## config.mk

```make
export PLATFORM = sky130hd
export DESIGN_NAME = uart_tx
export DESIGN_NICKNAME = d
export VERILOG_FILES = /design/src/rtl/UART_CONSTANTS.sv /design/src/rtl/uart_tx_fifo.sv /design/src/rtl/uart_tx.sv
export SDC_FILE = /design/constraint.sdc
export NUM_CORES = 1
export LEC_CHECK = 0
export ABC_AREA = 1
export CAP_MARGIN = 5
export CORE_ASPECT_RATIO = 1.2
export CORE_MARGIN = 3
export CORE_UTILIZATION = 55
export CTS_BUF_LIST = sky130_fd_sc_hd__clkbuf_8
export DETAILED_ROUTE_END_ITERATION = 7
export PLACE_DENSITY = 0.8
export SETUP_SLACK_MARGIN = 0.5
export SYNTH_ARGS = -nofsm -noshare
export SYNTH_HDL_FRONTEND = slang
export SYNTH_SLANG_ARGS = --single-unit
export TNS_END_PERCENT = 50
```

## constraint.sdc

```tcl
create_clock -name clock -period 1.4 [get_ports clock]
set_clock_uncertainty 0.05 [all_clocks]
set_input_delay 0.28 -clock clock [delete_from_list [all_inputs] [get_ports clock]]
set_output_delay 0.28 -clock clock [all_outputs]
set_load 0.01 [all_outputs]
```

## src/rtl/UART_CONSTANTS.sv

```systemverilog
// Shared UART constants: parity selection and the parity-bit rule used by the serial blocks.
package UART_CONSTANTS;
  typedef enum logic [2:0] {
    UART_PARITY_NONE,
    UART_PARITY_EVEN,
    UART_PARITY_ODD,
    UART_PARITY_MARK,
    UART_PARITY_SPACE
  } uart_parity_t;

  // Narrow characters are zero-extended by the caller; zeros do not disturb the XOR.
  function automatic logic parity_bit(uart_parity_t kind, logic [7:0] bits);
    case (kind)
      UART_PARITY_EVEN: return ^bits;
      UART_PARITY_ODD:  return ~^bits;
      UART_PARITY_MARK: return 1'b1;
      default:          return 1'b0;
    endcase
  endfunction
endpackage

```

## src/rtl/uart_tx_fifo.sv

```systemverilog
// Input FIFO for uart_tx: show-ahead read (dout valid while !empty), written data visible next cycle.
// Backpressure via full/empty only; push while full or pop while empty is dropped.
module uart_tx_fifo #(
  parameter int width = 8,
  parameter int depth = 4
) (
  input  logic             clock,
  input  logic             reset,
  input  logic             push,
  input  logic [width-1:0] din,
  input  logic             pop,
  output logic [width-1:0] dout,
  output logic             full,
  output logic             empty
);
  localparam int PW = (depth > 1) ? $clog2(depth) : 1;
  localparam int CW = $clog2(depth + 1);

  logic [width-1:0] mem [depth];
  logic [PW-1:0]    wr_ptr, rd_ptr;
  logic [CW-1:0]    count;
  logic             do_push, do_pop;

  assign full    = (count == CW'(depth));
  assign empty   = (count == '0);
  assign do_push = push && !full;
  assign do_pop  = pop && !empty;
  assign dout    = mem[rd_ptr];

  function automatic logic [PW-1:0] bump(logic [PW-1:0] p);
    return (p == PW'(depth - 1)) ? '0 : p + PW'(1);
  endfunction

  always_ff @(posedge clock) begin
    if (reset) begin
      wr_ptr <= '0;
      rd_ptr <= '0;
      count  <= '0;
    end else begin
      if (do_push) wr_ptr <= bump(wr_ptr);
      if (do_pop)  rd_ptr <= bump(rd_ptr);
      case ({do_push, do_pop})
        2'b10:   count <= count + CW'(1);
        2'b01:   count <= count - CW'(1);
        default: count <= count;
      endcase
    end
  end

  always_ff @(posedge clock) begin
    if (do_push) mem[wr_ptr] <= din;
  end
endmodule

```

## src/rtl/uart_tx.sv

```systemverilog
// UART transmitter (start, LSB-first data, optional parity, stop bits); UART_TX_FIFO_EN adds a 4-deep input FIFO.
// tx falls on the edge after acceptance (one edge later via the FIFO); ready drops while a frame or a full FIFO is pending.
module uart_tx
  import UART_CONSTANTS::*;
#(
  parameter int           data_width        = 8,
  parameter int           oversampling_rate = 8,
  parameter uart_parity_t parity_type       = UART_PARITY_NONE,
  parameter int           stop_bits         = 1
) (
  input  logic                  clock,
  input  logic                  reset,
  input  logic [data_width-1:0] data,
  input  logic                  data_valid,
  output logic                  ready,
  output logic                  tx,
  output logic                  busy
);
  typedef enum logic [2:0] {IDLE, START, DATA, PARITY, STOP} state_t;

  localparam logic [3:0] LAST_TICK = 4'(oversampling_rate - 1);
  localparam logic [2:0] LAST_DATA = 3'(data_width - 1);
  localparam logic [2:0] LAST_STOP = 3'(stop_bits - 1);

  state_t                state, state_d;
  logic [3:0]            tick, tick_d;
  logic [2:0]            idx, idx_d;
  logic [data_width-1:0] shreg, shreg_d;
  logic                  par, par_d;
  logic                  tx_d;
  logic                  bit_end, stop_end;
  logic                  char_avail, take;
  logic [data_width-1:0] char_dat;

`ifdef UART_TX_FIFO_EN
  logic fifo_full, fifo_empty;

  assign ready      = !reset && !fifo_full;
  assign char_avail = !fifo_empty;

  uart_tx_fifo #(.width(data_width), .depth(4)) u_fifo (
    .clock(clock),
    .reset(reset),
    .push (data_valid && ready),
    .din  (data),
    .pop  (take),
    .dout (char_dat),
    .full (fifo_full),
    .empty(fifo_empty)
  );
`else
  assign ready      = !reset && (state == IDLE);
  assign char_avail = data_valid && ready;
  assign char_dat   = data;
`endif

  assign bit_end  = (tick == LAST_TICK);
  assign stop_end = (state == STOP) && bit_end && (idx == LAST_STOP);
  assign busy     = (state != IDLE);

  always_comb begin
    state_d = state;
    tick_d  = tick + 4'd1;
    idx_d   = idx;
    shreg_d = shreg;
    par_d   = par;
    take    = 1'b0;
    tx_d    = 1'b1;
    case (state)
      IDLE: begin
        tick_d = '0;
        if (char_avail) begin
          take    = 1'b1;
          state_d = START;
        end
      end
      START: begin
        if (bit_end) begin
          tick_d  = '0;
          idx_d   = '0;
          state_d = DATA;
        end
      end
      DATA: begin
        if (bit_end) begin
          tick_d  = '0;
          shreg_d = shreg >> 1;
          if (idx == LAST_DATA) begin
            idx_d   = '0;
            state_d = (parity_type == UART_PARITY_NONE) ? STOP : PARITY;
          end else begin
            idx_d = idx + 3'd1;
          end
        end
      end
      PARITY: begin
        if (bit_end) begin
          tick_d  = '0;
          idx_d   = '0;
          state_d = STOP;
        end
      end
      STOP: begin
        if (bit_end) begin
          tick_d = '0;
          if (stop_end) begin
            // Only the FIFO build can have a character waiting here.
            if (char_avail) begin
              take    = 1'b1;
              state_d = START;
            end else begin
              state_d = IDLE;
            end
          end else begin
            idx_d = idx + 3'd1;
          end
        end
      end
      default: state_d = IDLE;
    endcase

    if (take) begin
      shreg_d = char_dat;
      par_d   = parity_bit(parity_type, 8'(char_dat));
      idx_d   = '0;
    end

    // tx is registered from the next state so the line changes on the same edge as the FSM.
    case (state_d)
      START:   tx_d = 1'b0;
      DATA:    tx_d = shreg_d[0];
      PARITY:  tx_d = par_d;
      default: tx_d = 1'b1;
    endcase
  end

  always_ff @(posedge clock) begin
    if (reset) begin
      state <= IDLE;
      tick  <= '0;
      idx   <= '0;
      shreg <= '0;
      par   <= 1'b0;
      tx    <= 1'b1;
    end else begin
      state <= state_d;
      tick  <= tick_d;
      idx   <= idx_d;
      shreg <= shreg_d;
      par   <= par_d;
      tx    <= tx_d;
    end
  end
endmodule

```

==> results of run 1 <==
## stage by stage
step,setup WS (ns),util,cells,TNS (ns)
after floorplan,0.145,-,158,0
after global placement,-0.312,0.799,202,-2.80
after detailed placement,-0.364,0.799,202,-3.54
after CTS,-0.00106,0.900,213,-0.00116
## kinds of logic after synthesis
| group | share of synthesized area |
|---|---|
| buffers and inverters | 0.101 |
| adders and majority gates | 0.0487 |
| and+or+nand+nor | 0.397 |
| xor gates and xnor gates | 0.00852 |
| AOI/OAI and AO/OA | 0.0560 |
| DFF | 0.389 |
## what timing repair did
| item | in CTS |
|---|---|
| gates resized for setup | 39 |
| pin swaps | 13 |
| endpoints found under the hold margin | 0 |
| setup buffers | 7 |
| setup endpoints to repair | 23 |
| hold buffers | 0 |
==> impl_metrics.tcl, run 1 <==
set metrics [dict create \
    place_congestion 0.819 \
    synth_area_leaders "dfxtp_1 39%, nand2_1 17%, nand3_1 9.2%" \
    tool.error "[ERROR DPL-0033] detailed placement checks failed during check placement." \
    initial_core_util 0.604 \
    synth_flop_cell "dfxtp_1" \
    netlist_area_sq_mm 0.00103 \
    die_w_um 45.5 \
    clockBufferDepth 2 \
    place_area_sq_mm 0.00136 \
    syn_inst 158 \
    netlist.area_leader.share 0.389 \
    numCtsBuffers 3 \
    die_h_um 53.4 \
    portBuffers 13 \
    cts_root_buf "clkbuf_8" \
    syn_nets 173 \
    async_flop_share 0 \
    grt_max_degree 12 \
    ys_types 17 \
    stop_stage "global routing" \
    yosys.area.top_type "dfxtp_1" \
    syn_avg_cell_area_sq_um 6.51 \
    synth_edf_count 0 \
    antenna_found_initial 0 \
    cts_htree_levels 1 \
    yosysWarnings 0 \
    yosysSeqAreaShare 0.389 \
    synth.most_common_cell "nand2_1" \
    ys_seq_elements 20 \
    worstEndpointType "sequential cell input" \
    cts_sinks 20 \
    io_pins 14 \
    grt-worst-endpoint "tx$_SDFF_PP1_/D" \
    outcome "stopped before the end" \
    synth_common_cells "47 x nand2_1, 25 x inv_1, 21 x nor2_1" \
    hpwl_um 1910 \
    core.rowCount 16 \
]
==> run 2: changes to the inputs <==
CORE_AREA = 3 3 64 66   (was not set)
CORE_ASPECT_RATIO = not set   (was 1.2)
CORE_MARGIN = not set   (was 3)
CORE_UTILIZATION = not set   (was 55)
CTS_BUF_LIST = not set   (was sky130_fd_sc_hd__clkbuf_8)
DIE_AREA = 0 0 67 69   (was not set)
PLACE_DENSITY = not set   (was 0.8)
PLACE_DENSITY_LB_ADDON = 0.15   (was not set)
SETUP_SLACK_MARGIN = not set   (was 0.5)
==> run 2 against run 1 <==
  * The flow now finishes without violations
  * Synthesized cell count unchanged
  * Synthesized area unchanged
==> impl_metrics.tcl, run 2 <==
set metrics [dict create \
    outcome "complete, no violations" \
    hpwl_um 1880 \
    yosysWarnings 0 \
    synth_common_cells "47 x nand2_1, 25 x inv_1, 21 x nor2_1" \
    p_per_area_mw_per_mm2 884 \
    numCtsBuffers 3 \
    clockBufferDepth 2 \
    netlist.area_leader.share 0.389 \
    period_minus_slack_ns 1.37 \
    cap_violations 0 \
    io_pins 14 \
    yosysSeqAreaShare 0.389 \
    regArea_sq_um 407 \
    gr-total-overflow 0 \
    end_kind "flip-flop" \
    track_usage 0.116 \
    largest-register "shreg" \
    p_leak_nw 0.736 \
    nets 207 \
    grt_max_degree 13 \
    area_growth_pct 48.4 \
    clk_pin_slew_ns 0.08 \
    post-route-util 0.420 \
    mostFrequentLayoutCells "42 x nand2_1, 23 x inv_1, 18 x nor2_1" \
    place_area_sq_mm 0.00131 \
    worst_pin_slew_ns 0.282 \
    cts_sinks 20 \
    die_h_um 69 \
    stdcell_count 239 \
    drive_gt1_frac 0.288 \
    synth.most_common_cell "nand2_1" \
    cts_hold_buf 0 \
    die_w_um 67 \
    syn_nets 173 \
    cts_root_buf "clkbuf_8" \
    crit_path_start_kind "flip-flop" \
    min_path_type "flip-flop to flip-flop" \
    nFillCells 389 \
    reg_top3 "shreg: 8 flops, tick: 4 flops" \
    vias 1056 \
    ant_nets 0 \
    clk_latency_ns 0.26 \
    core.rowCount 22 \
    yosys.area.top_type "dfxtp_1" \
    drt_iter0_drc 22 \
    wl_um 2520 \
    post-place-cells 231 \
    fin_area_sq_mm 0.00153 \
    synth_area_leaders "dfxtp_1 39%, nand2_1 17%, nand3_1 9.2%" \
    power.total_mw 1.35 \
    via_per_inst 4.42 \
    async_flop_share 0 \
    layout_commonest_cell "nand2_1" \
    synth_flop_cell "dfxtp_1" \
    avgRoutedWirePerCell_um 10.5 \
    multi_input_area_sq_um 629 \
    antenna-diode-count 0 \
    firstDrtPassIters 4 \
    worstPathMaxFanout 5 \
    dieArea_sq_mm 0.00462 \
    finalHoldViolations 0 \
    rsz0062_at_grt "true" \
    grt_pass1_vias 988 \
    critPathArrivalTime_ns 1.51 \
    crit_type "flip-flop to flip-flop" \
    slew_headroom 0.812 \
    ir_worst_vdd_v 0.000301 \
    largest_reg_flops 8 \
    setup_tns_ns 0 \
    grt_first_pass_wirelength_um 4270 \
    cts_htree_levels 1 \
    ys_types 17 \
    syn_inst 158 \
    ys_seq_elements 20 \
    place_congestion 0.772 \
    initial_core_util 0.283 \
    portBuffers 13 \
    netlist_area_sq_mm 0.00103 \
    core-area_sq_mm 0.00363 \
    slew_viol_final 0 \
    syn_avg_cell_area_sq_um 6.51 \
    drt_drc_violations_left 0 \
    post-route-period-util 0.982 \
    required_ns 1.53 \
    antenna_found_initial 0 \
    cts_tree "done" \
    synth_edf_count 0 \
    clock.fmax_mhz 728 \
    finalSetupViolations 0 \
]
run 2: kinds of logic after synthesis:
kind of cell / synth area share
and+or+nand+nor: 0.397
AOI/OAI and AO/OA: 0.0560
xor gates and xnor gates: 0.00852
adders and majority gates: 0.0487
buffers and inverters: 0.101
DFF: 0.389
run 2: per-layer routing:
layer | global-route usage | routed length, um | vias up
li1 | - | - | 563
met1 | 0.153 | 1190 | 481
met2 | 0.188 | 1250 | 10
met3 | 0.0244 | 63 | 2
met4 | 0.0338 | 19 | 0
met5 | 0 | 0 | -
run 2: power breakdown:
part	leakage, nW	internal (mW)	total, mW	switching [mW]
registers	0.165	0.587	0.599	0.0112
clock network	0.0357	0.382	0.584	0.203
logic	0.535	0.0877	0.167	0.0792
run 2: worst max-delay path, stage by stage (launching register included):
cell and delay (ns):
dfxtp_2 0.36, ha_4 0.17, nand3_2 0.15, nor2_4 0.15, nand2_1 0.11, nand2_2 0.11, nand2_1 0.05, a21oi_1 0.14
run 2: final timing paths:
check,startpoint,endpoint,slack (ns),cells after the start
worst max register to register,tick[1],idx[1],0.03,7
worst min-delay path,par,par,0.39,2
worst min register to register,par,par,0.39,2
worst max-delay path,tick[1],idx[1],0.03,7
run 2: repair_timing:
item,4_1_cts,5_1_grt
pin swaps,4,10
hold endpoints to repair,0,0
resized for setup,22,26
setup buffers,1,2
setup endpoints to repair,15,16
gates cloned,0,1
run 2: layout make-up:
class	instances	area share
clock buffers	3	0.0270
clock inverters	1	0.0197
inverters	25	0.0639
multi-input cells	111	0.412
flip-flops and latches	20	0.266
well taps	48	0.0393
repair buffers	31	0.171
run 2: metrics by stage:
stage / setup WS (ns) / hold slack, ns
finish: 0.0254 / 0.387
global route: -0.0817 / 0.414
CTS: 0.00628 / 0.389
detailed placement: -0.342 / 0.375
global placement: -0.350 / 0.376
floorplan: 0.0720 / 0.299
(Power assumes the default switching activity.)
